--- config.mk ---
export PLATFORM = sky130hd
export DESIGN_NAME = dbus_arbiter
export DESIGN_NICKNAME = d
export VERILOG_FILES = /design/src/rtl/dbus_arbiter.sv
export SDC_FILE = /design/constraint.sdc
export NUM_CORES = 1
export LEC_CHECK = 0
export ABC_AREA = 1
export BUFFER_PORTS_ARGS = -buffer_cell sky130_fd_sc_hd__buf_2
export CORE_ASPECT_RATIO = 0.5
export CORE_MARGIN = 2
export CORE_UTILIZATION = 50
export CTS_BUF_LIST = sky130_fd_sc_hd__clkbuf_8 sky130_fd_sc_hd__clkbuf_16
export DETAILED_ROUTE_END_ITERATION = 8
export HOLD_SLACK_MARGIN = 0.1
export PLACE_DENSITY_LB_ADDON = 0.08
export SKIP_CTS_REPAIR_TIMING = 1
export SLEW_MARGIN = 15
export SYNTH_ARGS = -nofsm -noshare
export SYNTH_HDL_FRONTEND = slang
export SYNTH_SLANG_ARGS = --single-unit
--- constraint.sdc ---
create_clock -name clk -period 2.2 [get_ports clk]
set_input_delay 0.11 -clock clk [delete_from_list [all_inputs] [get_ports clk]]
set_output_delay 0.11 -clock clk [all_outputs]
set_load 0.01 [all_outputs]
--- src/rtl/dbus_arbiter.sv ---
// dbus_arbiter: two-master, single-slave arbiter for the shared data bus.
// Master 0 is the core data port and master 1 is the debug/program loader.
// One single-beat transaction is in flight at a time. Masters are served
// round-robin, and each response is routed back to the master that owns it.
//
// Ports:
//   clk, reset           clock, synchronous active-high reset
//   mN_req/we/be/addr/wdata   master N request; held stable until mN_gnt
//   mN_gnt               1-cycle grant pulse, combinational in IDLE
//   mN_rvalid, mN_rdata  1-cycle completion pulse and held read data
//   s_req/we/be/addr/wdata    registered request to the slave
//   s_gnt, s_rvalid, s_rdata  slave accept and response
//   busy                 high whenever the arbiter is not in IDLE
//   mN_err               timeout pulse alongside mN_rvalid (DBUS_TIMEOUT_EN only)
//
// Optional feature macro: DBUS_TIMEOUT_EN. When it is defined, the arbiter
// force-completes a transaction after TIMEOUT cycles in ISSUE/WAIT. The
// forced response returns 32'hDEAD_BEEF and pulses mN_err.
module dbus_arbiter #(
  parameter int unsigned AW      = 32,
  parameter int unsigned DW      = 32,
  parameter int unsigned TIMEOUT = 64
) (
  input  logic              clk,
  input  logic              reset,
  input  logic              m0_req,
  input  logic              m0_we,
  input  logic [DW/8-1:0]   m0_be,
  input  logic [AW-1:0]     m0_addr,
  input  logic [DW-1:0]     m0_wdata,
  output logic              m0_gnt,
  output logic              m0_rvalid,
  output logic [DW-1:0]     m0_rdata,
  input  logic              m1_req,
  input  logic              m1_we,
  input  logic [DW/8-1:0]   m1_be,
  input  logic [AW-1:0]     m1_addr,
  input  logic [DW-1:0]     m1_wdata,
  output logic              m1_gnt,
  output logic              m1_rvalid,
  output logic [DW-1:0]     m1_rdata,
  output logic              s_req,
  output logic              s_we,
  output logic [DW/8-1:0]   s_be,
  output logic [AW-1:0]     s_addr,
  output logic [DW-1:0]     s_wdata,
  input  logic              s_gnt,
  input  logic              s_rvalid,
  input  logic [DW-1:0]     s_rdata,
`ifdef DBUS_TIMEOUT_EN
  output logic              m0_err,
  output logic              m1_err,
`endif
  output logic              busy
);

  typedef enum logic [1:0] {IDLE, ISSUE, WAIT, RESP} state_t;

  state_t        state;
  logic          prio;      // preferred master when both request
  logic          owner;     // master that owns the transaction in flight
  logic          any_req_c;
  logic          win_c;
  logic          done_c;
  logic          tmo_c;
  logic [DW-1:0] rsp_data_c;

  // Winner: the lone requester, or the preferred master under contention.
  assign any_req_c = m0_req | m1_req;
  assign win_c     = (m0_req & m1_req) ? prio : m1_req;

  // Grant pulses only in IDLE, in the same cycle the request is seen.
  assign m0_gnt = !reset && (state == IDLE) && any_req_c && !win_c;
  assign m1_gnt = !reset && (state == IDLE) && any_req_c &&  win_c;

  // Slave response that ends the transaction. An s_rvalid in ISSUE that
  // arrives without s_gnt is spurious and is ignored.
  assign done_c = s_rvalid && (((state == ISSUE) && s_gnt) || (state == WAIT));

`ifdef DBUS_TIMEOUT_EN
  localparam int unsigned CW = (TIMEOUT > 2) ? $clog2(TIMEOUT) : 1;
  logic [CW-1:0] tmo_cnt;

  // A real response takes precedence over a timeout in the same cycle.
  assign tmo_c      = ((state == ISSUE) || (state == WAIT)) && !done_c &&
                      (tmo_cnt == CW'(TIMEOUT - 1));
  assign rsp_data_c = done_c ? s_rdata : DW'(32'hDEAD_BEEF);
`else
  localparam int unsigned unused_timeout = TIMEOUT;
  assign tmo_c      = 1'b0;
  assign rsp_data_c = s_rdata;
`endif

  // Arbitration FSM with registered slave request, response and busy.
  always_ff @(posedge clk) begin
    if (reset) begin
      state     <= IDLE;
      prio      <= 1'b0;
      owner     <= 1'b0;
      s_req     <= 1'b0;
      s_we      <= 1'b0;
      s_be      <= '0;
      s_addr    <= '0;
      s_wdata   <= '0;
      m0_rvalid <= 1'b0;
      m1_rvalid <= 1'b0;
      m0_rdata  <= '0;
      m1_rdata  <= '0;
      busy      <= 1'b0;
`ifdef DBUS_TIMEOUT_EN
      tmo_cnt   <= '0;
      m0_err    <= 1'b0;
      m1_err    <= 1'b0;
`endif
    end else begin
      m0_rvalid <= 1'b0;
      m1_rvalid <= 1'b0;
`ifdef DBUS_TIMEOUT_EN
      m0_err    <= 1'b0;
      m1_err    <= 1'b0;
      if ((state == ISSUE) || (state == WAIT)) tmo_cnt <= tmo_cnt + 1'b1;
`endif
      case (state)
        IDLE: begin
          if (any_req_c) begin
            owner   <= win_c;
            s_req   <= 1'b1;
            s_we    <= win_c ? m1_we    : m0_we;
            s_be    <= win_c ? m1_be    : m0_be;
            s_addr  <= win_c ? m1_addr  : m0_addr;
            s_wdata <= win_c ? m1_wdata : m0_wdata;
            busy    <= 1'b1;
            state   <= ISSUE;
`ifdef DBUS_TIMEOUT_EN
            tmo_cnt <= '0;
`endif
          end
        end
        ISSUE: begin
          if (s_gnt) begin
            s_req <= 1'b0;
            state <= WAIT;
          end
        end
        WAIT: ;
        RESP: begin
          prio  <= ~owner;
          busy  <= 1'b0;
          state <= IDLE;
        end
        default: state <= IDLE;
      endcase

      // Completion (normal or forced) overrides the per-state updates above.
      if (done_c || tmo_c) begin
        state <= RESP;
        s_req <= 1'b0;
        if (owner) begin
          m1_rvalid <= 1'b1;
          m1_rdata  <= rsp_data_c;
        end else begin
          m0_rvalid <= 1'b1;
          m0_rdata  <= rsp_data_c;
        end
`ifdef DBUS_TIMEOUT_EN
        m0_err <= tmo_c && !owner;
        m1_err <= tmo_c &&  owner;
`endif
      end
    end
  end

endmodule

## Word-level counts from Yosys, hierarchy flattened

Cells that the tools add are included.
W data, S select, Z words.

- Latch bits: 0
- Word-level logic and storage cells: 60
- Output and inout port bits: 139
- Memory bits (read-only): 0
- Input port bits: 176
- Memories kept: 0
- Register bits after elaboration: 141
- Bits in writable memories: 0

- Bitwise logic cells: 4
- Div/mod/pow operators: 0
- Magnitude comparators: 0
- Multiplexer cells: 15
- Equality and inequality tests: 7
- Shift-type cells: 0
- Reductions and logical operators: 21
- $add $sub $neg: 0
- $mul: 0

Operator list:

| cell | number |
|---|---|
| $mux W32 | 2 |
| $reduce_and A2 Y1 | 4 |
| $logic_and A1 B1 Y1 | 6 |
| $mux W1 | 6 |
| $mux W2 | 3 |
| $ne A3 B3 Y1 const B | 2 |
| $pmux W2 S3 | 1 |
| $reduce_and A3 Y1 | 2 |
| $eq A2 B2 Y1 const B | 2 |
| $mux W4 | 1 |
| $ne A2 B2 Y1 const B | 2 |
| $pmux W1 S2 | 2 |
| $reduce_bool A2 Y1 | 2 |
| $reduce_bool A4 Y1 | 1 |
| $reduce_or A2 Y1 | 2 |
| $eq A2 B1 Y1 const B | 1 |
| $logic_not A1 Y1 | 2 |
| $logic_not A2 Y1 | 1 |
| $not A1 Y1 | 2 |
| $and A1 B1 Y1 | 1 |
| $logic_or A1 B1 Y1 | 1 |
| $or A1 B1 Y1 | 1 |

## Depth between registers and ports, before layout

Gate-level depths: netlist (run 1).

- Word-level depth: 6
- Depth in mapped cells: 10
- Depth with buffers taken out: 8

## Least setup slack after synthesis (run 1)

No wires, ideal clock.

- Kind: register -> register
- From: reg state[1]
- To: reg s_addr[26]
- Clock period less this slack: 1.191 ns
- Cell stages (with the launch flop): 9
- Path buffers: 2
- Setup slack: 1.009 ns
- Data arrival time: 1.074 ns
- Cells stage by stage: dfxtp_1 -> nor2_2 -> inv_2 -> nor2_4 -> buf_6 -> buf_4 -> nand2_1 -> nor2_1 -> nor2_1

- Longest elaborated chain between the ends: 2

Ends and longest elaborated chain:

| element | line | source |
|---|---|---|
| start: declaration | 59 | `state_t state;` |
| start signal: assignment | 97 | `state <= IDLE;` |
| start signal: assignment | 133 | `state <= ISSUE;` |
| start signal: assignment | 142 | `state <= WAIT;` |
| $logic_not A2 Y1 | 123 | `case (state)` |
| $reduce_and A2 Y1 (no source line) | -- |  |
| end signal: assignment | 130 | `s_addr <= win_c ? m1_addr : m0_addr;` |
| end: declaration | 45 | `output logic [AW-1:0] s_addr,` |

Every way passes these cells.
A chain may end at the register's enable or synchronous reset.

## Worst setup path after layout (run 1)

- From: reg state[1]
- To: reg s_wdata[26]

- Longest elaborated chain between the ends: 2

Ends and longest elaborated chain:

| element | line | source |
|---|---|---|
| $logic_not A2 Y1 | 123 |  |
| $reduce_and A2 Y1 (no source line) | -- |  |
| end signal: assignment | 131 | `s_wdata <= win_c ? m1_wdata : m0_wdata;` |
| end: declaration | 46 | `output logic [DW-1:0] s_wdata,` |

Every way passes these cells.

==> impl_metrics.py, run 1 <==
metrics = {
    "timing": {
        "fmax_mhz": 449,
        "min_period_over_period": 1.01,
        "setup_tns_ps": -25.8,
        "slew_headroom": 0.501,
        "hold_violations": 0,
        "clock_skew_ps": 10.7,
        "setup_violations": 1,
        "finalMaxSlewViolations": 0,
        "timing.final.ws_setup_ps": -25.8,
        "tightest_slew_ps": 748,
        "hold_slack_ps": 28.2,
        "min_period_ps": 2230,
    },
    "die": {
        "die_h_um": 88.0,
        "io_pins": 315,
        "fp.coreArea_sq_mm": 0.0137,
        "fp.dieW_um": 172,
        "placementRows": 30,
        "start_util": 0.517,
        "fp.dieArea_sq_mm": 0.0151,
    },
    "drt": {
        "first_pass_iters": 5,
        "wl_per_cell_um": 13.2,
        "drt_wl_total_mm": 23.4,
        "vias": 8343,
        "route.detailed.drc": 0,
        "drt_iter0_drc": 527,
        "viasPerCell": 4.71,
        "ant_nets": 0,
    },
    "synth": {
        "yosysWarnings": 0,
        "ys_seq_elements": 141,
        "synth_area_per_cell_sq_um": 6.10,
        "synth.net_count": 1333,
        "netlist_area_sq_mm": 0.00706,
        "netlist-cell-type-count": 23,
        "yosysSeqAreaShare": 0.400,
        "synth_cells": 1157,
    },
    "cts": {
        "root_buffer": "clkbuf_16",
        "cts_buffer_depth": 2,
        "cts_tree": "yes",
        "clock_sinks": 141,
        "cts-htree-levels": 4,
        "clock_latency_ps": 410,
        "cts_buffers": 17,
        "path_clk_slew_ps": 60,
    },
    "global_route": {
        "grt_max_degree": 76,
        "grt_pass1_wl_mm": 30.6,
        "grt_pass1_vias": 6742,
        "grt_usage": 0.250,
        "antenna_found_initial": 1,
        "overflow": 0,
    },
    "status": {
        "violations": "setup timing",
        "run_status": "finished, violations left",
    },
    "power_and_ir_drop": {
        "powerDensity_mw_per_mm2": 742,
        "p_leak_uw": 0.00594,
        "ir_drop_v": 0.000490,
    },
    "critical_path": {
        "cp.arrival_ps": 2530,
        "crit_start": "state[1]",
        "worstPathMaxFanout": 70,
        "crit_path_end_kind": "flop",
        "cp-start-kind": "flop",
        "critPathRequiredTime_ps": 2500,
        "path_class": "flop to flop",
        "reg2reg_from": "state[1]",
    },
    "job": {
        "cap_violations": 0,
    },
    "finish": {
        "drive_gt1_frac": 0.259,
        "final_cell_mix": "314 x buf_2, 278 x nand2_1, 277 x nor2_1, 192 x inv_1, 141 x dfxtp_1",
        "area_growth_pct": 51.2,
        "layout_commonest_cell": "buf_2",
        "fin_nets": 1744,
    },
    "placed_design": {
        "gp_congestion": 0.821,
        "portBuffers": 314,
        "dp_hpwl_mm": 13.3,
    },
    "hold_path": {
        "hold_path.startpoint": "m1_wdata[15]",
        "min_path_type": "primary input to flop",
    },
}
-- cells by family after synthesis --
family / share of synthesized area
AND/OR/NAND/NOR: 0.362
buffers and inverters: 0.183
flip-flops: 0.400
AO/OA/AOI/OAI: 0.0550
-- synthesized netlist by cell type (all sizes together) --
cell    number  area, sq um
a21oi        4         20.0
a31oi        1         6.26
buf         57          338
clkbuf      16         61.3
dfxtp      141         2820
inv        238          893
nand2      279         1050
nand3        5         40.0
nand3b       1         7.51
nand4       64          400
nor2       279         1060
o21ai       71          355
o22ai        1         6.26
-- metal layers --
metal,global-route usage,vias to the layer above,share of wire
met5,0,-,0
met4,0.0978,0,0.032
met3,0.0502,74,0.063
met2,0.449,388,0.50
met1,0.299,3652,0.40
li1,-,4229,-
-- worst max-delay path: stages (launching register included) --
cell and delay (ps):
dfxtp_1 370, nor2_2 160, inv_2 50, nor2_4 290, buf_12 300, nand2_1 130
nor2_1 150, dlygate4sd3_1 600, nor2_1 40
-- path summary, 6_finish.rpt --
check,slack (ps),depth (start not counted),to
max,-30,8,s_wdata[26]
min,30,5,s_wdata[15]
max reg2reg,-30,8,s_wdata[26]
min reg2reg,460,2,prio
-- area by class of cell --
| cell class | count | area, sq um |
|---|---|---|
| Tap cell | 192 | 240 |
| Antenna cell | 1 | 2.50 |
| Inverter | 238 | 897 |
| Timing Repair Buffer | 465 | 3100 |
| Clock inverter | 12 | 210 |
| Fill cell | 1018 | 2990 |
| Multi-Input combinational cell | 705 | 2940 |
| Sequential cell | 141 | 2820 |
| Clock buffer | 19 | 453 |
-- through the flow --
stage	worst slack [ps]	power, uW	area (sq um)	instances	utilization
global route	-131	8280	10700	1773	0.781
floorplan	1010	3940	7060	1157	-
finish	-25.8	7920	10700	1773	0.781
global placement	502	4440	8610	1602	0.630
detailed placement	451	4470	8610	1602	0.630
CTS	146	7680	9280	1633	0.679
-- where the power goes --
part / internal, uW / switching [uW] / leakage [uW] / total, uW
Clock: 2080 / 1130 / 0.000320 / 3210
Combinational: 779 / 1020 / 0.00446 / 1800
Sequential: 2790 / 117 / 0.00116 / 2910
Total: 5650 / 2270 / 0.00594 / 7920
-- registers in the layout (all words and copies together) (netlist names) --
name	cells
state	2
s_addr	32
prio	1
s_we	1
s_req	1
busy	1
m1_rvalid	1
owner	1
m1_rdata	32
m0_rvalid	1
s_be	4
s_wdata	32
m0_rdata	32
Power figures use the tool's default switching activity.
==> run 2: changes to the inputs <==
--- a/config.mk
+++ b/config.mk
@@ -14,7 +14,6 @@
 export DETAILED_ROUTE_END_ITERATION = 8
 export HOLD_SLACK_MARGIN = 0.1
 export PLACE_DENSITY_LB_ADDON = 0.08
-export SKIP_CTS_REPAIR_TIMING = 1
 export SLEW_MARGIN = 15
 export SYNTH_ARGS = -nofsm -noshare
 export SYNTH_HDL_FRONTEND = slang
==> impl_metrics.py, run 2 (synthesis results as in run 1) <==
metrics = {
    "status": {
        "run_status": "completed",
    },
    "critical_path": {
        "reg2reg_from": "state[1]",
        "worstPathMaxFanout": 70,
        "crit_start": "state[1]",
        "crit_top_cell": "nor2_1",
        "r2r_setup_slack_ps": 160,
        "critPathRequiredTime_ps": 2500,
        "path_class": "flop to flop",
        "cp_slowest_cell": "dlygate4sd3_1",
        "cp.arrival_ps": 2340,
        "max_stage_delay_ps": 570,
        "path_cells": "nor2_2 -> inv_2 -> nor2_4 -> buf_12 -> nand2_1 -> nor2_1 -> dlygate4sd3_1 -> nor2_1",
        "crit_path_end_kind": "flop",
        "cp-start-kind": "flop",
    },
    "drt": {
        "first_pass_iters": 5,
        "drt_iter0_drc": 518,
        "route.detailed.drc": 0,
        "ant_nets": 0,
        "drt_wl_total_mm": 24.5,
        "wl_per_cell_um": 13.6,
        "viasPerCell": 4.82,
        "vias": 8698,
    },
    "timing": {
        "slew_headroom": 0.500,
        "clock_skew_ps": 10.5,
        "setup_tns_ps": 0,
        "min_period_ps": 2040,
        "hold_violations": 0,
        "finalMaxSlewViolations": 0,
        "tightest_slew_ps": 749,
        "min_period_over_period": 0.928,
        "rsz0062_at_grt": "no",
        "timing.final.ws_setup_ps": 157,
        "setup_violations": 0,
        "fmax_mhz": 490,
    },
    "placed_design": {
        "gp_congestion": 0.821,
        "dp_hpwl_mm": 13.3,
        "place_ws_ps": 451,
        "portBuffers": 314,
    },
    "die": {
        "io_pins": 315,
        "fp.coreArea_sq_mm": 0.0137,
        "fp.dieArea_sq_mm": 0.0151,
        "placementRows": 30,
        "start_util": 0.517,
        "die_h_um": 88.0,
        "fp.dieW_um": 172,
    },
    "power_and_ir_drop": {
        "ir_drop_v": 0.000504,
        "powerDensity_mw_per_mm2": 732,
        "p_leak_uw": 0.00613,
    },
    "global_route": {
        "grt_max_degree": 76,
        "overflow": 0,
        "grt_pass1_vias": 8498,
        "antenna_found_initial": 1,
        "grt_usage": 0.318,
        "grt_pass1_wl_mm": 38.5,
    },
    "cts": {
        "cts_buffer_depth": 2,
        "clock_sinks": 141,
        "cts_buffers": 17,
        "root_buffer": "clkbuf_16",
        "cts-htree-levels": 4,
        "clock_latency_ps": 410,
        "cts_tree": "yes",
        "path_clk_slew_ps": 60,
    },
    "finish": {
        "fin_nets": 1778,
        "final_cell_mix": "314 x buf_2, 278 x nand2_1, 277 x nor2_1, 192 x inv_1, 171 x dlygate4sd3_1",
        "drive_gt1_frac": 0.254,
        "area_growth_pct": 56.0,
        "insertedDiodeCount": 0,
        "layout_commonest_cell": "buf_2",
    },
    "hold_path": {
        "hold_path.startpoint": "m1_req",
        "min_path_type": "primary input to flop",
    },
    "job": {
        "cap_violations": 0,
    },
}
-- run 2: changes by cell type in the layout (fill, tap and decap cells not counted) --
cell            delta
dlygate4sd3_1     +32
buf_4              +1
diode_2            -1
dlymetal6s4s_1     +1
inv_4              -1
inv_6              +1
-- run 2: area by class of cell --
class                   instances  area [sq um]
flip-flops and latches        141          2820
clock buffers                  19           453
inverters                     238           900
well taps                     192           240
multi-input cells             705          2940
clock inverters                12           210
fillers                       949          2650
repair buffers                499          3440
-- run 2: worst max-delay path: cells and delay by family, from the launching register on --
| family | cells | cell delay [ps] |
|---|---|---|
| buf+inv | 3 | 910 |
| flops | 1 | 370 |
| simple gates | 5 | 630 |
-- run 2: power breakdown --
group | switching (uW) | internal (uW)
logic | 1050 | 862
registers | 119 | 2790
clock network | 1150 | 2080
total | 2320 | 5740
-- run 2: worst paths after layout --
path,end,cells past startpoint
setup reg to reg,s_addr[1],8
setup / recovery,s_addr[1],8
hold reg to reg,prio,2
hold / removal,state[0],5
-- run 2: per-layer routing --
layer,GRT usage,part of all wire,vias up,routed length [um]
li1,-,-,4293,-
met1,0.351,0.39,3862,9570
met2,0.579,0.49,417,12000
met3,0.0624,0.065,124,1600
met4,0.192,0.053,2,1300
met5,0,0.00053,-,13
-- run 2: through the flow --
| step | util | area, sq um | hold slack (ps) | cells | total power (uW) |
|---|---|---|---|---|---|
| 4_1_cts | 0.805 | 11000 | 127 | 1805 | 7990 |
| 3_3_place_gp | 0.630 | 8610 | 339 | 1602 | 4440 |
| 6_report | 0.806 | 11000 | 167 | 1806 | 8060 |
| 3_5_place_dp | 0.630 | 8610 | 346 | 1602 | 4470 |
| 5_1_grt | 0.806 | 11000 | 237 | 1806 | 8400 |
| 2_1_floorplan | - | 7060 | 179 | 1157 | 3940 |
-- run 2: timing repair --
item	in CTS	in global routing
gates resized for setup	0	3
hold buffers	172	0
hold endpoints to repair	136	0
endpoints found under the setup margin	0	41
setup buffers	0	1
